**src/rtl/addr_register.sv**
```systemverilog
// ============================================================================
// addr_register : parametrised address/counter register (load, lane load,
// inc/dec, signed relative add) with zero/wrap/page-cross flags.
// Optional shadow save/restore when ADDR_REG_SHADOW_EN is defined.
// Revision: 1.0
// ============================================================================
`default_nettype none

module addr_register #(
  parameter int               WIDTH       = 16,
  parameter logic [WIDTH-1:0] RESET_VALUE = '0
) (
  input  logic             clk,
  input  logic             reset,
  input  logic [WIDTH-1:0] data_in,
  input  logic [7:0]       byte_in,
  input  logic             load,
  input  logic             load_lo,
  input  logic             load_hi,
  input  logic             inc,
  input  logic             dec,
  input  logic             add,
  input  logic [7:0]       offset,
`ifdef ADDR_REG_SHADOW_EN
  input  logic             save,
  input  logic             restore,
`endif
  output logic [WIDTH-1:0] data_out,
  output logic             zero,
  output logic             wrap,
  output logic             page_cross
);

  localparam logic [WIDTH-1:0] ONE = WIDTH'(1);

  logic [WIDTH-1:0] value;
  logic [WIDTH-1:0] value_nxt;
  logic             wrap_r;
  logic             wrap_nxt;
  logic             page_r;
  logic             page_nxt;

  logic [WIDTH-1:0] off_ext;
  logic [WIDTH+1:0] add_sum;
  logic [WIDTH-1:0] arith_val;
  logic             arith_wrap;
  logic             arith_op;
  logic [WIDTH-1:0] lane_val;
  logic             lane_en;
  logic             upper_changed;
  logic             restore_en;
  logic [WIDTH-1:0] shadow_val;

  assign off_ext = WIDTH'($signed(offset));

  // Two extra bits hold the true signed result so out-of-range adds are visible.
  always_comb begin
    add_sum    = {2'b00, value} + {{2{off_ext[WIDTH-1]}}, off_ext};
    arith_val  = value;
    arith_wrap = 1'b0;
    arith_op   = 1'b0;
    if (add) begin
      arith_val  = add_sum[WIDTH-1:0];
      arith_wrap = |add_sum[WIDTH+1:WIDTH];
      arith_op   = 1'b1;
    end else if (inc && !dec) begin
      arith_val  = value + ONE;
      arith_wrap = &value;
      arith_op   = 1'b1;
    end else if (dec && !inc) begin
      arith_val  = value - ONE;
      arith_wrap = ~|value;
      arith_op   = 1'b1;
    end
  end

  generate
    if (WIDTH > 8) begin : g_hi_lane
      always_comb begin
        lane_val = value;
        if (load_hi) lane_val[WIDTH-1 -: 8] = byte_in;
        if (load_lo) lane_val[7:0] = byte_in;
      end
      assign lane_en       = load_lo | load_hi;
      assign upper_changed = (arith_val[WIDTH-1:8] != value[WIDTH-1:8]);
    end else begin : g_lo_only
      logic unused_load_hi;
      assign unused_load_hi = load_hi;
      always_comb begin
        lane_val      = value;
        lane_val[7:0] = byte_in;
      end
      assign lane_en       = load_lo;
      assign upper_changed = 1'b0;
    end
  endgenerate

`ifdef ADDR_REG_SHADOW_EN
  logic [WIDTH-1:0] shadow;

  always_ff @(posedge clk) begin
    if (reset) begin
      shadow <= RESET_VALUE;
    end else if (save) begin
      shadow <= value;
    end
  end

  assign restore_en = restore;
  assign shadow_val = shadow;
`else
  assign restore_en = 1'b0;
  assign shadow_val = RESET_VALUE;
`endif

  always_comb begin
    value_nxt = value;
    wrap_nxt  = 1'b0;
    page_nxt  = 1'b0;
    if (restore_en) begin
      value_nxt = shadow_val;
    end else if (load) begin
      value_nxt = data_in;
    end else if (lane_en) begin
      value_nxt = lane_val;
    end else if (arith_op) begin
      value_nxt = arith_val;
      wrap_nxt  = arith_wrap;
      page_nxt  = upper_changed;
    end
  end

  always_ff @(posedge clk) begin
    if (reset) begin
      value  <= RESET_VALUE;
      wrap_r <= 1'b0;
      page_r <= 1'b0;
    end else begin
      value  <= value_nxt;
      wrap_r <= wrap_nxt;
      page_r <= page_nxt;
    end
  end

  assign data_out   = value;
  assign zero       = (value == '0);
  assign wrap       = wrap_r;
  assign page_cross = page_r;

endmodule

`default_nettype wire

```
**config.mk**
```make
export PLATFORM = sky130hd
export DESIGN_NAME = addr_register
export DESIGN_NICKNAME = d
export VERILOG_FILES = /design/src/rtl/addr_register.sv
export SDC_FILE = /design/constraint.sdc
export NUM_CORES = 1
export LEC_CHECK = 0
export CAP_MARGIN = 30
export CORE_MARGIN = 3
export CORE_UTILIZATION = 42
export CTS_BUF_LIST = sky130_fd_sc_hd__clkbuf_8
export DETAILED_ROUTE_END_ITERATION = 8
export GPL_TIMING_DRIVEN = 0
export HOLD_SLACK_MARGIN = 0.03
export PLACE_DENSITY_LB_ADDON = 0.15
export SLEW_MARGIN = 20
export SYNTH_ARGS = -nofsm -noshare
export SYNTH_HDL_FRONTEND = slang
export SYNTH_SLANG_ARGS = --single-unit
export TNS_END_PERCENT = 10
```
**constraint.sdc**
```tcl
create_clock -name clk -period 3.9 [get_ports clk]
set_input_delay 0.975 -clock clk [delete_from_list [all_inputs] [get_ports clk]]
set_output_delay 0.975 -clock clk [all_outputs]
set_load 0.05 [all_outputs]
```
# After elaboration in Yosys (flattened, before gate mapping)
# Cells that the tools add are included.
# Widths: inputs -> output; s select.
# op_classes
n_shift	0
n_mux	14
n_addsub	3
bitwise_logic	2
n_eq_ne	3
multipliers	0
n_reduce_logical	14
magnitude_cmp	0
n_div	0
# ops
op	count
$mux 16	6
$add 17x8->18	1
$add 16x1->16 const B	1
$logic_not 16->1	1
$mux 8	2
$reduce_and 16->1	1
$reduce_or 16->1	1
$sub 16x1->16 const B	1
$ne 8x8->1	1
$mux 1	6
$ne 3x3->1 const B	2
$reduce_bool 5->1	1
$reduce_or 4->1	1
$logic_not 1->1	3
$reduce_and 3->1	1
$reduce_bool 3->1	1
$logic_and 1x1->1	2
$reduce_and 2->1	1
$reduce_or 2->1	1
$not 1->1	1
$or 1x1->1	1
# totals
ramBits	0
regBits	18
inputBits	40
out_inout_bits	19
mem_count	0
latchBits	0
romBits	0

# Longest topological paths before layout
# depth
word_depth	8
mapped_depth	11
ltp_nobuf	10

# Worst setup path before layout
# Ideal clock, no wire load.
# synth_path
path_type	register -> output
start	reg value[7], in the netlist data_out[7]
end	out zero
slack_ps	475
stages_incl_launch_ff	6
arrival_time_ps	2450
path_cell_list	dfxtp_1 > buf_6 > or4_4 > or3_1 > or3_4 > nor3_4
# synth_via
elab_chain_cells	1
# synth_lines
item	line_no	rtl
from (decl)	36	logic [WIDTH-1:0] value;
from (signal assigned)	139	value <= value_nxt;
$logic_not 16->1	146	assign zero = (value == '0);
to (decl)	29	output logic zero,
# No other way between the ends.

# Worst setup path after layout
# layout_path
start	reg value[8], in the netlist data_out[8]
end	out zero
# Same word-level chain as after synthesis.

==> impl_metrics.py <==
metrics = {
    "clocking": {
        "postCtsSetupRepairBufs": 0,
        "clkSlewWorstSetupHoldPaths_ns": 0.09,
        "cts_buffers": 3,
        "clock_path_buffers": 2,
        "clock-sinks": 18,
        "cts-htree-levels": 1,
        "cts_tree": "yes",
        "cts_root_buf": "clkbuf_8",
        "clk-insertion-delay-late_ns": 0.27,
    },
    "job": {
        "maxCapViolations": 0,
    },
    "global_route": {
        "grt-ovfl-total": 0,
        "grt_pass1_wl_microns": 14900,
        "grtUsageTotal": 0.250,
        "grt-busiest-layer": "met2",
        "met1_usage": 0.374,
        "grt.met2_usage": 0.380,
        "antenna_found_initial": 0,
        "grt_max_degree": 14,
        "grt_pass1_vias": 2955,
        "grt_util_met3": 0.0190,
    },
    "worst_setup_path": {
        "endpoint_kind": "output pin",
        "cp.required_ns": 2.92,
        "worst-path-max-fanout": 7,
        "cp-start-kind": "flip-flop",
        "crit_type": "flip-flop to output pin",
        "cp.arrival_ns": 2.85,
    },
    "cells_and_area": {
        "fin_cells": 515,
        "antenna_cells": 0,
        "seqCellArea_sq_um": 360,
        "syn_to_final_growth_pct": 27.3,
        "post-route-util": 0.568,
        "fin_nets": 503,
        "multi_input_area_sq_mm": 0.00224,
        "nFillCells": 613,
        "layout-drive-gt1-share": 0.0455,
    },
    "floorplanning": {
        "die_w_microns": 86.3,
        "io_pins": 59,
        "start_util": 0.446,
        "rows": 28,
        "dieArea_sq_mm": 0.00744,
        "coreArea_sq_mm": 0.00606,
        "die_h_microns": 86.3,
    },
    "timing": {
        "fin_ws_ns": 0.0790,
        "fmax_mhz": 262,
        "hold_viol": 0,
        "holdWs_ns": 0.593,
        "setup_violations": 0,
        "slew_headroom": 0.500,
        "grt_setup_unrepaired": "yes",
        "tightest_slew_ns": 0.743,
        "clock_skew_ns": 0.0118,
        "drv_slew": 0,
        "min_period_ns": 3.82,
        "final.period_utilization": 0.980,
    },
    "place": {
        "place_ws_ns": -0.684,
        "dp_hpwl_microns": 7130,
        "dp.cells": 511,
        "routabilityCongestion": 0.946,
        "portBuffers": 56,
    },
    "route": {
        "num_vias": 3158,
        "first_pass_iters": 5,
        "routed_wl_microns": 9090,
        "final_antenna_net_count": 0,
        "dr.first_iter.drc_count": 325,
        "drc": 0,
        "avgRoutedWirePerCell_microns": 17.6,
        "via_per_inst": 6.13,
    },
    "power_and_ir_drop": {
        "p_total_w": 0.000933,
        "p_leak_nw": 1.34,
        "cellPowerDensity_mw_per_mm2": 271,
        "ir_drop_uv": 148,
    },
    "run_status": {
        "status": "complete, no violations",
    },
    "synth": {
        "netlist.area_leader.share": 0.133,
        "synthFlopType": "dfxtp_1",
        "synth_cells": 380,
        "synth.distinct_cells": 68,
        "seq_area_frac_synth": 0.133,
        "yosysTopAreaCell": "dfxtp_1",
        "syn-num-nets": 442,
        "yosysWarnings": 0,
        "synth.avg_cell_area_sq_um": 7.12,
        "synthArstFlopShare": 0,
        "synth_edf_count": 0,
        "yosys-top-cells-area": "dfxtp_1, ha_1, a21oi_1",
        "synth-seq-cells": 18,
        "netlist_area_sq_mm": 0.00271,
    },
    "worst_hold_path": {
        "hp-class": "flip-flop to flip-flop",
    },
}
through the flow:
| stage | setup TNS (ns) | cell area (sq um) |
|---|---|---|
| 4_1_cts | 0 | 3420 |
| 3_3_place_gp | -1.90 | 3360 |
| 5_1_grt | 0 | 3440 |
| 2_1_floorplan | 0 | 2710 |
| 3_5_place_dp | -1.92 | 3360 |
| 6_report | 0 | 3440 |
worst paths after layout:
kind / from / endpoint / slack (ns) / depth (start not counted)
worst min register to register: data_out[14] / data_out[14] / 0.59 / 2
worst min-delay path: data_out[14] / data_out[14] / 0.59 / 2
worst max-delay path: data_out[8] / zero / 0.08 / 6
worst max register to register: data_out[1] / data_out[13] / 0.71 / 9
state kept, by name, summed over array words and instances (netlist names):
name and flops:
data_out 16, page_cross 1, wrap 1
report_power, final:
part	switching [W]	internal, W
Sequential	0.0000312	0.000199
Clock	0.0000756	0.0000901
Combinational	0.000313	0.000225
kinds of logic (layout without fill, tap and decap cells):
kind of cell	count (synthesis)	after routing	share of synthesized area
compound gates	135	135	0.341
xor+xnor	27	27	0.0925
fa+ha+maj	22	22	0.105
buf+inv	35	95	0.0518
flops	18	18	0.133
mux	7	7	0.0264
simple gates	136	136	0.250
layer usage:
metal,vias up,wire length (microns)
li1,1554,-
met1,1418,4220
met2,165,3910
met3,21,767
met4,0,189
met5,-,0
layout make-up:
type / instances / share of cell area
timing repair buffer: 56 / 0.161
clock buffer: 4 / 0.0160
multi-input combinational: 327 / 0.651
buffer: 24 / 0.0287
inverter: 11 / 0.0120
tap: 75 / 0.0272
sequential: 18 / 0.105
worst max-delay path, cell delays in order (launching register included):
cell           delay [ns]
dfxtp_1              0.36
clkbuf_1             0.20
or4_4                0.53
or3_1                0.38
or3_4                0.37
nor3_4               0.19
dlygate4sd2_1        0.55
cells in the mapped netlist, types with 6 or more instances:
library cell / n
o21ai_1: 17
inv_1: 9
xor2_1: 8
a21oi_1: 33
clkbuf_1: 20
a211oi_1: 18
nand2_1: 28
a21o_1: 7
ha_1: 21
nor2_1: 44
o211ai_1: 8
xnor2_1: 18
nand3_1: 6
nor3_1: 15
dfxtp_1: 18
o21ai_0: 10
and3_1: 8
mux2i_1: 6
repair_timing:
item / 4_1_cts / 5_1_grt
setup endpoints to repair: 3 / 3
hold endpoints to repair: 0 / 0
resized for setup: 3 / 6
gates cloned: 0 / 0
hold buffers: 0 / 0
layout by cell type (no fill, tap or decap), types with 4 or more instances in the layout:
| cell | n |
|---|---|
| o211ai_1 | 8 |
| xnor2_1 | 18 |
| nand4_1 | 4 |
| clkbuf_1 | 20 |
| o21ai_0 | 10 |
| nor2_1 | 44 |
| a22oi_1 | 5 |
| inv_1 | 9 |
| nand3_1 | 6 |
| nor4_1 | 5 |
| nand2_1 | 28 |
| clkbuf_8 | 4 |
| o21ai_1 | 17 |
| clkdlybuf4s50_1 | 54 |
| mux2i_1 | 6 |
| ha_1 | 21 |
| nor3_1 | 14 |
| a21oi_1 | 33 |
| a21o_1 | 7 |
| and2_1 | 4 |
| and3_1 | 8 |
| xor2_1 | 8 |
| a211oi_1 | 18 |
| dfxtp_1 | 18 |
Note: power is estimated with default switching activity, not from simulation.
